### config.mk
export PLATFORM = sky130hd
export DESIGN_NAME = board_io_ctrl
export DESIGN_NICKNAME = d
export VERILOG_FILES = /design/src/rtl/board_io_ctrl.sv
export SDC_FILE = /design/constraint.sdc
export NUM_CORES = 1
export LEC_CHECK = 0
export BUFFER_PORTS_ARGS = -buffer_cell sky130_fd_sc_hd__buf_4
export CORE_ASPECT_RATIO = 0.6
export CORE_MARGIN = 1
export CORE_UTILIZATION = 32
export CTS_CLUSTER_SIZE = 14
export DETAILED_ROUTE_END_ITERATION = 8
export GPL_TIMING_DRIVEN = 0
export HOLD_SLACK_MARGIN = 0.03
export MAX_ROUTING_LAYER = met4
export PLACE_DENSITY_LB_ADDON = 0.2
export SLEW_MARGIN = 40
export SYNTH_ARGS = -nofsm -noshare
export SYNTH_HDL_FRONTEND = slang
export SYNTH_SLANG_ARGS = --single-unit
### constraint.sdc
create_clock -name CLOCK_50 -period 6 [get_ports CLOCK_50]
set_input_delay 0.6 -clock CLOCK_50 [delete_from_list [all_inputs] [get_ports CLOCK_50]]
set_output_delay 0.6 -clock CLOCK_50 [all_outputs]
set_load 0.05 [all_outputs]
### src/rtl/board_io_ctrl.sv
// board_io_ctrl: memory-mapped board I/O block (LED, HEX, switches, keys, 32-bit timer).
// Define DEBOUNCE_EN to place per-bit debounce counters after the input synchronizers.
module board_io_ctrl #(
  parameter int DEBOUNCE_CYCLES = 500000,
  parameter int SW_W            = 10,
  parameter int KEY_W           = 4
) (
  input  logic             CLOCK_50,
  input  logic             reset,
  input  logic             io_sel,
  input  logic             wr_en,
  input  logic [7:0]       addr,
  input  logic [31:0]      wdata,
  output logic [31:0]      rdata,
  input  logic [SW_W-1:0]  sw_in,
  input  logic [KEY_W-1:0] key_n,
  output logic [9:0]       led_out,
  output logic [23:0]      hex_value,
  output logic             timer_flag
);
  localparam logic [5:0] REG_LED   = 6'h00;
  localparam logic [5:0] REG_HEX   = 6'h01;
  localparam logic [5:0] REG_KEY   = 6'h02;
  localparam logic [5:0] REG_TCNT  = 6'h04;
  localparam logic [5:0] REG_TCMP  = 6'h05;
  localparam logic [5:0] REG_TCTRL = 6'h06;
  localparam logic [5:0] REG_SW    = 6'h08;

  logic [SW_W-1:0]  sw_meta_q, sw_meta_d, sw_sync_q, sw_sync_d;
  logic [KEY_W-1:0] key_meta_q, key_meta_d, key_sync_q, key_sync_d;
  logic [SW_W-1:0]  sw_db;
  logic [KEY_W-1:0] key_db, key_db_next;

  logic [9:0]       led_q, led_d;
  logic [23:0]      hex_q, hex_d;
  logic [KEY_W-1:0] key_flag_q, key_flag_d;
  logic [31:0]      tcnt_q, tcnt_d, tcmp_q, tcmp_d;
  logic             en_q, en_d, flag_q, flag_d, arl_q, arl_d;

  logic       wr;
  logic [5:0] reg_idx;
  logic       tcnt_hit;
  logic       unused_addr_lsbs;

  assign wr               = io_sel && wr_en;
  assign reg_idx          = addr[7:2];
  assign tcnt_hit         = en_q && (tcnt_q == tcmp_q);
  assign unused_addr_lsbs = ^addr[1:0];

  // Keys are inverted on entry so everything downstream sees pressed=1.
  always_comb begin
    sw_meta_d  = sw_in;
    sw_sync_d  = sw_meta_q;
    key_meta_d = ~key_n;
    key_sync_d = key_meta_q;
  end

  always_ff @(posedge CLOCK_50) begin
    if (reset) begin
      sw_meta_q  <= '0;
      sw_sync_q  <= '0;
      key_meta_q <= '0;
      key_sync_q <= '0;
    end else begin
      sw_meta_q  <= sw_meta_d;
      sw_sync_q  <= sw_sync_d;
      key_meta_q <= key_meta_d;
      key_sync_q <= key_sync_d;
    end
  end

`ifdef DEBOUNCE_EN
  localparam int CNT_W = (DEBOUNCE_CYCLES > 1) ? $clog2(DEBOUNCE_CYCLES) : 1;
  localparam logic [CNT_W-1:0] CNT_MAX = CNT_W'(DEBOUNCE_CYCLES - 1);

  logic [SW_W-1:0][CNT_W-1:0]  sw_cnt_q, sw_cnt_d;
  logic [KEY_W-1:0][CNT_W-1:0] key_cnt_q, key_cnt_d;
  logic [SW_W-1:0]             sw_stable_q, sw_stable_d;
  logic [KEY_W-1:0]            key_stable_q, key_stable_d;

  // A bit only moves once its synced value has disagreed for DEBOUNCE_CYCLES samples in a row.
  always_comb begin
    sw_cnt_d     = sw_cnt_q;
    sw_stable_d  = sw_stable_q;
    key_cnt_d    = key_cnt_q;
    key_stable_d = key_stable_q;
    for (int i = 0; i < SW_W; i++) begin
      if (sw_sync_q[i] == sw_stable_q[i]) begin
        sw_cnt_d[i] = '0;
      end else if (sw_cnt_q[i] == CNT_MAX) begin
        sw_stable_d[i] = sw_sync_q[i];
        sw_cnt_d[i]    = '0;
      end else begin
        sw_cnt_d[i] = sw_cnt_q[i] + 1'b1;
      end
    end
    for (int i = 0; i < KEY_W; i++) begin
      if (key_sync_q[i] == key_stable_q[i]) begin
        key_cnt_d[i] = '0;
      end else if (key_cnt_q[i] == CNT_MAX) begin
        key_stable_d[i] = key_sync_q[i];
        key_cnt_d[i]    = '0;
      end else begin
        key_cnt_d[i] = key_cnt_q[i] + 1'b1;
      end
    end
  end

  always_ff @(posedge CLOCK_50) begin
    if (reset) begin
      sw_cnt_q     <= '0;
      key_cnt_q    <= '0;
      sw_stable_q  <= '0;
      key_stable_q <= '0;
    end else begin
      sw_cnt_q     <= sw_cnt_d;
      key_cnt_q    <= key_cnt_d;
      sw_stable_q  <= sw_stable_d;
      key_stable_q <= key_stable_d;
    end
  end

  assign sw_db       = sw_stable_q;
  assign key_db      = key_stable_q;
  assign key_db_next = key_stable_d;
`else
  assign sw_db       = sw_sync_q;
  assign key_db      = key_sync_q;
  assign key_db_next = key_sync_d;
`endif

  // Sticky flags and the timer flag: a same-cycle set beats a write-1-to-clear.
  always_comb begin
    led_d      = led_q;
    hex_d      = hex_q;
    key_flag_d = key_flag_q;
    tcmp_d     = tcmp_q;
    en_d       = en_q;
    arl_d      = arl_q;
    flag_d     = flag_q;
    tcnt_d     = tcnt_q;
    if (en_q) begin
      tcnt_d = (tcnt_hit && arl_q) ? 32'd0 : tcnt_q + 32'd1;
    end
    if (wr) begin
      case (reg_idx)
        REG_LED:   led_d = wdata[9:0];
        REG_HEX:   hex_d = wdata[23:0];
        REG_KEY:   key_flag_d = key_flag_q & ~wdata[4 +: KEY_W];
        REG_TCMP:  tcmp_d = wdata;
        REG_TCTRL: begin
          en_d  = wdata[0];
          arl_d = wdata[2];
          if (wdata[1]) flag_d = 1'b0;
        end
        default: ;
      endcase
    end
    key_flag_d = key_flag_d | (key_db_next & ~key_db);
    if (tcnt_hit) flag_d = 1'b1;
  end

  always_ff @(posedge CLOCK_50) begin
    if (reset) begin
      led_q      <= '0;
      hex_q      <= '0;
      key_flag_q <= '0;
      tcnt_q     <= '0;
      tcmp_q     <= '1;
      en_q       <= 1'b0;
      arl_q      <= 1'b0;
      flag_q     <= 1'b0;
    end else begin
      led_q      <= led_d;
      hex_q      <= hex_d;
      key_flag_q <= key_flag_d;
      tcnt_q     <= tcnt_d;
      tcmp_q     <= tcmp_d;
      en_q       <= en_d;
      arl_q      <= arl_d;
      flag_q     <= flag_d;
    end
  end

  always_comb begin
    rdata = '0;
    case (reg_idx)
      REG_LED:   rdata[9:0] = led_q;
      REG_HEX:   rdata[23:0] = hex_q;
      REG_KEY: begin
        rdata[KEY_W-1:0] = key_db;
        rdata[4 +: KEY_W] = key_flag_q;
      end
      REG_TCNT:  rdata = tcnt_q;
      REG_TCMP:  rdata = tcmp_q;
      REG_TCTRL: rdata[2:0] = {arl_q, flag_q, en_q};
      REG_SW:    rdata[SW_W-1:0] = sw_db;
      default: ;
    endcase
  end

  assign led_out    = led_q;
  assign hex_value  = hex_q;
  assign timer_flag = flag_q;
endmodule
==> results of run 1 <==
==> stage by stage <==
stage | utilization | hold slack, ns | std cells | total power, uW
final | 0.425 | 0.319 | 1137 | 2100
after CTS | 0.424 | 0.308 | 1136 | 2110
after floorplan | - | 0.414 | 720 | 971
after global routing | 0.424 | 0.304 | 1136 | 2160
after detailed placement | 0.393 | 0.428 | 1105 | 1030
after global placement | 0.393 | 0.427 | 1105 | 1030
==> report_power, final <==
group | total (uW) | internal (uW) | leakage, uW | switching (uW)
combinational | 113 | 45.9 | 0.00209 | 67.5
clock | 1080 | 656 | 0.000290 | 427
sequential | 900 | 895 | 0.00108 | 5.17
total | 2100 | 1600 | 0.00346 | 499
==> per-layer routing <==
layer,part of all wire,track usage,routed length [um],up-vias
met5,0,-,0,-
met4,0.0094,0.0617,204,0
met3,0.091,0.0506,1990,18
met2,0.37,0.269,7980,259
met1,0.53,0.365,11600,2780
li1,-,-,-,2767
==> worst max path at each step <==
stage,cells after the start,from,to
finish,7,addr[7],rdata[31]
global route,8,addr[7],rdata[8]
CTS,8,addr[7],rdata[8]
detailed placement,8,addr[7],rdata[8]
global placement,8,addr[7],rdata[9]
floorplan,5,addr[7],rdata[24]
==> state kept, by name (all words and copies together), names as in the netlist <==
name / count
led_out: 10
arl_q: 1
timer_flag: 1
tcmp_q: 32
en_q: 1
tcnt_q: 32
key_db_next: 4
key_flag_q: 4
sw_meta_q: 10
hex_value: 24
sw_db: 10
key_db: 4
==> cells in the mapped netlist (all sizes together) (5+ instances only) <==
library cell / n
nor2b: 37
buf: 30
nor2: 31
nand2b: 11
a22o: 13
a22oi: 5
clkbuf: 27
nand3: 18
mux2i: 21
a222oi: 15
nor3: 33
a221o: 5
a211o: 8
o21ai: 18
xor2: 32
nand3b: 24
nand2: 128
and3: 7
dfxtp: 133
a21oi: 36
nor4: 6
inv: 25
nand4: 12
xnor2: 14
==> placed cells by master (no fill, tap or decap), drive strengths merged, types with 11 or more instances in the layout <==
cell type	netlist	routed
nand2b	11	11
xor2	32	32
nor3	33	33
a222oi	15	15
nand4	12	12
inv	25	28
nand3b	24	24
dfxtp	133	133
mux2i	21	21
o21ai	18	18
buf	30	149
a22o	13	13
nor2b	37	37
nor2	31	31
clkbuf	27	44
nand2	128	128
xnor2	14	14
nand3	18	18
a21oi	36	36
==> area by class of cell <==
type,count,share of cell area
Multi-Input combinational cell,505,0.401
Sequential cell,133,0.327
Timing Repair Buffer,119,0.110
Clock buffer,17,0.0522
Tap cell,266,0.0409
Buffer,57,0.0358
Clock inverter,14,0.0217
Inverter,25,0.0115
Antenna cell,1,0.000307
==> kinds of logic after synthesis <==
family	share of synthesized area
muxes	0.0333
DFF	0.422
adders and majority gates	0.00198
buffers and inverters	0.0610
xor gates and xnor gates	0.0638
AOI/OAI and AO/OA	0.129
and+or+nand+nor	0.289
==> impl_metrics.toml, run 1 <==
[outcome]
status = "finished clean"

[timing]
timing.fmax_mhz = 296
setup_violations = 0
fin_crit_ns = 3.38
fin_crit_sh = 0.563
drv_slew = 0
rsz0062_at_grt = "false"
worst_slack_ns = 2.62
tightestPinTransition_ns = 0.780
hold_violations = 0
max_slew_margin = 0.480
skew_ns = 0.0134
fin_setup_tns_ns = 0

[logic_synthesis]
yosysWarnings = 0
avgSynthCellArea_um2 = 8.77
async_reset_ff_frac = 0
syn_area_mm2 = 0.00631
synth_edf_count = 0
synth_seq_cells = 133
syn_nets = 779
synth_cell_type_count = 50
ys_seq_area_frac = 0.422
yosys.area.top_type = "dfxtp_1"
syn_inst = 720
synth_top_area_share = 0.422
synth_area_leaders = "dfxtp_1 (42%), nand2_1 (7.6%), xor2_1 (4.4%)"
synth-main-ff-cell = "dfxtp_1"

[critical_path]
max_stage_delay_ns = 0.51
worst_r2r_path_depth = 7
path_max_fanout = 10
r2r_slack_ns = 3.70
crit_family = "buffers and inverters"
start_kind = "primary input"
crit_buf_inv = 4
timing.rr.end = "tcnt_q[14]$_SDFFE_PP0P_"
slowest_stage = "clkbuf_1"
worstSetupPathType = "primary input to output port"
cp_cell_sequence = "buf_4, nor4b_4, nor3b_1, clkbuf_1, buf_2, a22o_1, buf_4"
end_kind = "output port"
arrival_ns = 2.78
path_common_cell = "buf_4"
crit_required_ns = 5.40
timing.rr.start = "tcnt_q[3]$_SDFFE_PP0P_"

[grt]
grt_pass1_vias = 5493
grt_pass1_wl_um = 33400
grt-ovfl-total = 0
grt_max_degree = 17
grtUsageTotal = 0.227
antenna_found_initial = 0

[layout]
design_area_mm2 = 0.00814
fillers = 1971
fin_nets = 917
drive_gt1_frac = 0.244
regArea_mm2 = 0.00266
multi_input_area_mm2 = 0.00326
synthToLayoutAreaGrowth_pct = 29.0

[floorplanning]
initial_utilization = 0.329
core_mm2 = 0.0192
io_pins = 125
core.rowCount = 39
die_h_um = 111
dieArea_mm2 = 0.0203
die_w_um = 183

[routing]
wl_per_cell_um = 19.2
vias_per_cell = 5.12
vias = 5824
first_pass_iters = 8
ant_nets = 0
wirelength_um = 21800
drt_iter0_markers = 572
route.detailed.drc = 0

[hold_path]
hold_class = "primary input to flip-flop"
hp-start = "key_n[0]"
holdPathStages = 2
holdPathEnd = "key_db_next[0]$_SDFF_PP0_"

[cts]
h-tree-depth = 4
path_clk_slew_ns = 0.07
cts-root-buf = "clkbuf_16"
clock_latency_ns = 0.42
cts-hold-fix-buffers = 0
cts_made_buffers = 17
cts_tree = "yes"
cts_resized = 0
clk_path_buf_depth = 2
post_cts_buffers = 0
cts_sinks = 133

[place]
port_buffers = 119
gp_congestion = 0.901
dpl.hpwl_um = 16700
post-place-ws_ns = 2.67
place_area_mm2 = 0.00754

[power_and_ir_drop]
vdd_drop_max_v = 0.000180
powerDensity_mw_per_mm2 = 257
power_leakage_uw = 0.00346

[job]
drv_cap = 0
Power figures use the tool's default switching activity.
==> run 2: changes to the inputs <==
Settings changed: ABC_AREA set to 1.
Clock period 6 ns to 3.5 ns, I/O delays scaled along.
==> run 2 against run 1 <==
Effect of this change: register-to-register slack worse by 2.2 ns; largest cell class unchanged; clock skew is 0.0062 ns lower; critical endpoint is now rdata[8]; synthesized cell count is 26% higher; cell area is 0.75% higher.
==> impl_metrics.toml, run 2 <==
[outcome]
status = "finished clean"

[logic_synthesis]
synth_edf_count = 0
synth_top_area_share = 0.421
syn_area_mm2 = 0.00632
syn_inst = 907
yosysWarnings = 0
yosys.area.top_type = "dfxtp_1"
ys_seq_area_frac = 0.421
synth_seq_cells = 133
avgSynthCellArea_um2 = 6.97
synth-main-ff-cell = "dfxtp_1"
yosys-top-cells-count = "nand2_1 (210), dfxtp_1 (133), nor2_1 (132), inv_1 (119), o21ai_0 (48)"
synth_most_common_cell = "nand2_1"
synth_cell_type_count = 40
syn_nets = 966
async_reset_ff_frac = 0
synth_area_leaders = "dfxtp_1 (42%), nand2_1 (12%), nor2_1 (7.8%)"

[critical_path]
crit_family = "buffers and inverters"
crit_buf_inv = 4
worstSetupPathType = "primary input to output port"
arrival_ns = 2.40
end_kind = "output port"
crit_required_ns = 3.15
slowest_stage = "buf_1"
path_max_fanout = 10
path_common_cell = "buf_4"
start_kind = "primary input"
cp_cell_sequence = "buf_4, nor2_1, nand3_1, inv_1, buf_1, a22oi_1, o2111ai_1, buf_4"
max_stage_delay_ns = 0.55

[cts]
h-tree-depth = 4
post_cts_buffers = 0
cts_sinks = 133
path_clk_slew_ns = 0.06
cts-root-buf = "clkbuf_16"
cts-hold-fix-buffers = 0
cts_made_buffers = 17
cts_tree = "yes"
clk_path_buf_depth = 2
cts_resized = 0
clock_latency_ns = 0.42

[power_and_ir_drop]
power_leakage_uw = 0.00384
powerDensity_mw_per_mm2 = 448
power_uw = 3680
vdd_drop_max_v = 0.000284

[grt]
grt-ovfl-total = 0
grt_max_degree = 17
use_met2 = 0.289
busiest_layer = "met1"
grtUsageTotal = 0.244
antenna_found_initial = 0
grt_use_met3 = 0.0509
grt_pass1_vias = 5924
grt_util_met1 = 0.401
grt_pass1_wl_um = 35900

[place]
port_buffers = 121
post-place-ws_ns = 0.809
dpl.hpwl_um = 18100
placed_cells = 1294
gp_congestion = 0.900

[timing]
skew_ns = 0.00722
fin_setup_tns_ns = 0
max_slew_margin = 0.542
hold_violations = 0
rsz0062_at_grt = "false"
timing.fmax_mhz = 363
fin_crit_sh = 0.786
drv_slew = 0
worst_slack_ns = 0.749
fin_crit_ns = 2.75
setup_violations = 0
tightestPinTransition_ns = 0.684

[floorplanning]
core_mm2 = 0.0192
core.rowCount = 39
die_h_um = 111
dieArea_mm2 = 0.0203
initial_utilization = 0.330
die_w_um = 183
io_pins = 125

[routing]
wirelength_um = 23600
wl_per_cell_um = 17.8
route.detailed.drc = 0
vias = 6629
first_pass_iters = 7
ant_nets = 0
drt_iter0_markers = 675
vias_per_cell = 5.00

[layout]
drive_gt1_frac = 0.193
final_common_cell = "nand2_1"
synthToLayoutAreaGrowth_pct = 29.8
regArea_mm2 = 0.00266
multi_input_area_mm2 = 0.00297
diodes = 0
finalNonFillerCells = 1325
fillers = 2006
fin_nets = 1106
layout_common_cells = "nand2_1 (210), dfxtp_1 (133), nor2_1 (132)"

[job]
drv_cap = 0

[hold_path]
hold_class = "primary input to flip-flop"
[run 2: cell types whose count changed in the layout (fill, tap and decap cells not counted), moves of 19 or more]
| cell | change |
|---|---|
| nand3_1 | +19 |
| o211ai_1 | +22 |
| nand2_1 | +83 |
| nor2b_1 | -36 |
| inv_1 | +94 |
| nand3b_1 | -24 |
| o21ai_0 | +30 |
| inv_2 | +19 |
| mux2i_1 | -21 |
| nor2_1 | +101 |
[run 2: logic make-up (layout without fill, tap and decap cells)]
logic type,count (synthesis),after routing,synth area share
AND/OR/NAND/NOR,430,430,0.296
buffers and inverters,177,329,0.109
AO/OA/AOI/OAI,147,147,0.145
flip-flops,133,133,0.421
XOR/XNOR,19,19,0.0263
adder cells (fa/ha/maj),1,1,0.00198
[run 2: path summary, 6_finish.rpt]
kind	from	endpoint	slack (ns)	cells after the start
min reg2reg	sw_meta_q[6]$_SDFF_PP0_	sw_db[6]$_SDFF_PP0_	0.41	2
max	addr[7]	rdata[8]	0.75	8
min	key_n[0]	key_db_next[0]$_SDFF_PP0_	0.07	2
max reg2reg	tcnt_q[21]$_SDFFE_PP0P_	tcnt_q[4]$_SDFFE_PP0P_	1.46	13
[run 2: through the flow]
stage | cell area (um^2) | util | hold slack [ns]
after floorplan | 6320 | - | 0.388
after global placement | 7560 | 0.394 | 0.396
after detailed placement | 7560 | 0.394 | 0.397
after CTS | 8200 | 0.428 | 0.0673
after global routing | 8200 | 0.428 | 0.0688
final | 8200 | 0.428 | 0.0738
[run 2: area by class of cell]
type                    instances  share of cell area
well taps                     266              0.0406
flip-flops and latches        133               0.325
clock inverters                11              0.0214
inverters                     143              0.0660
repair buffers                121               0.111
multi-input cells             597               0.362
clock buffers                  20              0.0569
plain buffers                  34              0.0183
[run 2: layer usage]
| layer | share of wire | vias to the layer above |
|---|---|---|
| li1 | - | 3208 |
| met4 | 0.0087 | 0 |
| met2 | 0.36 | 308 |
| met1 | 0.54 | 3094 |
| met3 | 0.095 | 19 |
| met5 | 0 | - |
[run 2: where the power goes]
group          total [uW]  switching [uW]  internal, uW
Clock                1950             706          1250
Sequential           1550            10.7          1540
Combinational         175             108          66.8
==> run 3: changes to the inputs <==
Clock period 3.5 ns to 2.4 ns, I/O delays scaled along.
==> run 3 against run 2 <==
Effect of this change: setup slack worse by 0.66 ns; clock-buffer cell count stayed put; combinational power is 59% higher; critical path depth is 2 higher; sequential share of layout area is 0.72 points lower; power is 46% higher; cell area is 2.3% higher; die area stayed put; core utilization is 0.97 points higher; final cell count is 1.4% higher.
==> impl_metrics.toml, run 3 (synthesis results as in run 2) <==
[routing]
vias = 6706
vias_per_cell = 4.99
first_pass_iters = 6
wirelength_um = 23800
route.detailed.drc = 0
ant_nets = 0
drt_iter0_markers = 706
wl_per_cell_um = 17.7

[critical_path]
critPathLaunch = "addr[7]"
worst_r2r_path_depth = 13
crit_required_ns = 2.16
crit_path_end = "rdata[16]"
timing.rr.start = "tcnt_q[21]$_SDFFE_PP0P_"
max_stage_delay_ns = 0.25
path_common_cell = "buf_4"
r2r_slack_ns = 0.34
timing.rr.end = "tcnt_q[4]$_SDFFE_PP0P_"
worstSetupPathType = "primary input to output port"
cp_cell_sequence = "buf_4, nor2_2, nor2b_1, nand2_1, buf_2, inv_1, buf_4, a22oi_1, o21ai_0, buf_4"
start_kind = "primary input"
path_max_fanout = 10
end_kind = "output port"
slowest_stage = "buf_4"
arrival_ns = 2.07

[layout]
drive_gt1_frac = 0.191
finalNonFillerCells = 1343
fin_nets = 1124
layout_common_cells = "nand2_1 (210), dfxtp_1 (133), nor2_1 (131)"
final_common_cell = "nand2_1"
diodes = 0
synthToLayoutAreaGrowth_pct = 32.7

[outcome]
status = "finished clean"

[grt]
antenna_found_initial = 0
grt_max_degree = 17
grt_pass1_wl_um = 36200
grtUsageTotal = 0.246
grt_pass1_vias = 5984
grt-ovfl-total = 0

[hold_path]
hold_class = "primary input to flip-flop"
holdPathStages = 3

[cts]
cts_tree = "yes"
path_clk_slew_ns = 0.05
post_cts_buffers = 0
cts_made_buffers = 17
clk_path_buf_depth = 2
cts_sinks = 133
cts-root-buf = "clkbuf_16"
clock_latency_ns = 0.43
h-tree-depth = 4

[floorplanning]
io_pins = 125
core_mm2 = 0.0192
dieArea_mm2 = 0.0203
core.rowCount = 39
die_h_um = 111
initial_utilization = 0.330
die_w_um = 183

[timing]
timing.fmax_mhz = 433
worst_slack_ns = 0.0883
fin_crit_sh = 0.963
skew_ns = 0.00980
drv_slew = 0
hold_ws_ns = 0.0373
tightestPinTransition_ns = 0.652
setup_violations = 0
fin_setup_tns_ns = 0
hold_violations = 0
rsz0062_at_grt = "false"
fin_crit_ns = 2.31
max_slew_margin = 0.565

[power_and_ir_drop]
power_leakage_uw = 0.00392
powerDensity_mw_per_mm2 = 641
vdd_drop_max_v = 0.000414
power_uw = 5380

[job]
drv_cap = 0

[place]
post-place-ws_ns = -0.0713
placed_cells = 1294
gp_congestion = 0.900
dpl.hpwl_um = 18100
port_buffers = 121
-- run 3: worst min-delay path by stage --
| stage | from | to | slack (ns) |
|---|---|---|---|
| global placement | sw_meta_q[5]$_SDFF_PP0_ | sw_db[5]$_SDFF_PP0_ | 0.40 |
| detailed placement | sw_meta_q[6]$_SDFF_PP0_ | sw_db[6]$_SDFF_PP0_ | 0.40 |
| floorplan | key_n[0] | key_db_next[0]$_SDFF_PP0_ | 0.31 |
| finish | sw_in[0] | sw_meta_q[0]$_SDFF_PP0_ | 0.04 |
| global route | sw_in[0] | sw_meta_q[0]$_SDFF_PP0_ | 0.04 |
| CTS | wdata[30] | tcmp_q[30]$_SDFFE_PP1P_ | 0.03 |
-- run 3: area by class of cell --
| cell class | instances | area, um^2 |
|---|---|---|
| Buffer | 34 | 154 |
| Clock buffer | 20 | 467 |
| Multi-Input combinational cell | 597 | 2970 |
| Inverter | 143 | 542 |
| Timing Repair Buffer | 139 | 1090 |
| Sequential cell | 133 | 2660 |
| Tap cell | 266 | 333 |
| Fill cell | 1995 | 10800 |
| Clock inverter | 11 | 175 |
-- run 3: worst max-delay path: cells and delay by family --
kind / cells / cell delay [ns]
AND/OR/NAND/NOR: 3 / 0.51
AO/OA/AOI/OAI: 2 / 0.31
buffers and inverters: 5 / 1.00
-- run 3: metrics by stage --
stage                     instance area [um^2]   util
after floorplan                           6320      -
after global placement                    7560  0.394
after detailed placement                  7560  0.394
after CTS                                 8390  0.437
after global routing                      8390  0.438
final                                     8390  0.438
-- run 3: timing repair --
item / CTS / global route
endpoints found under the setup margin: 6 / 10
endpoints found under the hold margin: 18 / 0
hold buffers: 18 / 0
gates resized for setup: 2 / 1
pin swaps: 0 / 0
-- run 3: layer usage --
layer	wire length, um	up-vias	track usage
li1	-	3240	-
met1	12500	3115	0.403
met2	8610	335	0.295
met3	2470	16	0.0509
met4	152	0	0.0456
met5	0	-	-
-- run 3: report_power, final --
part,internal [uW],total [uW],leakage (uW),switching [uW]
registers,2240,2260,0.00108,15.7
logic,117,279,0.00253,163
clock network,1820,2840,0.000308,1020
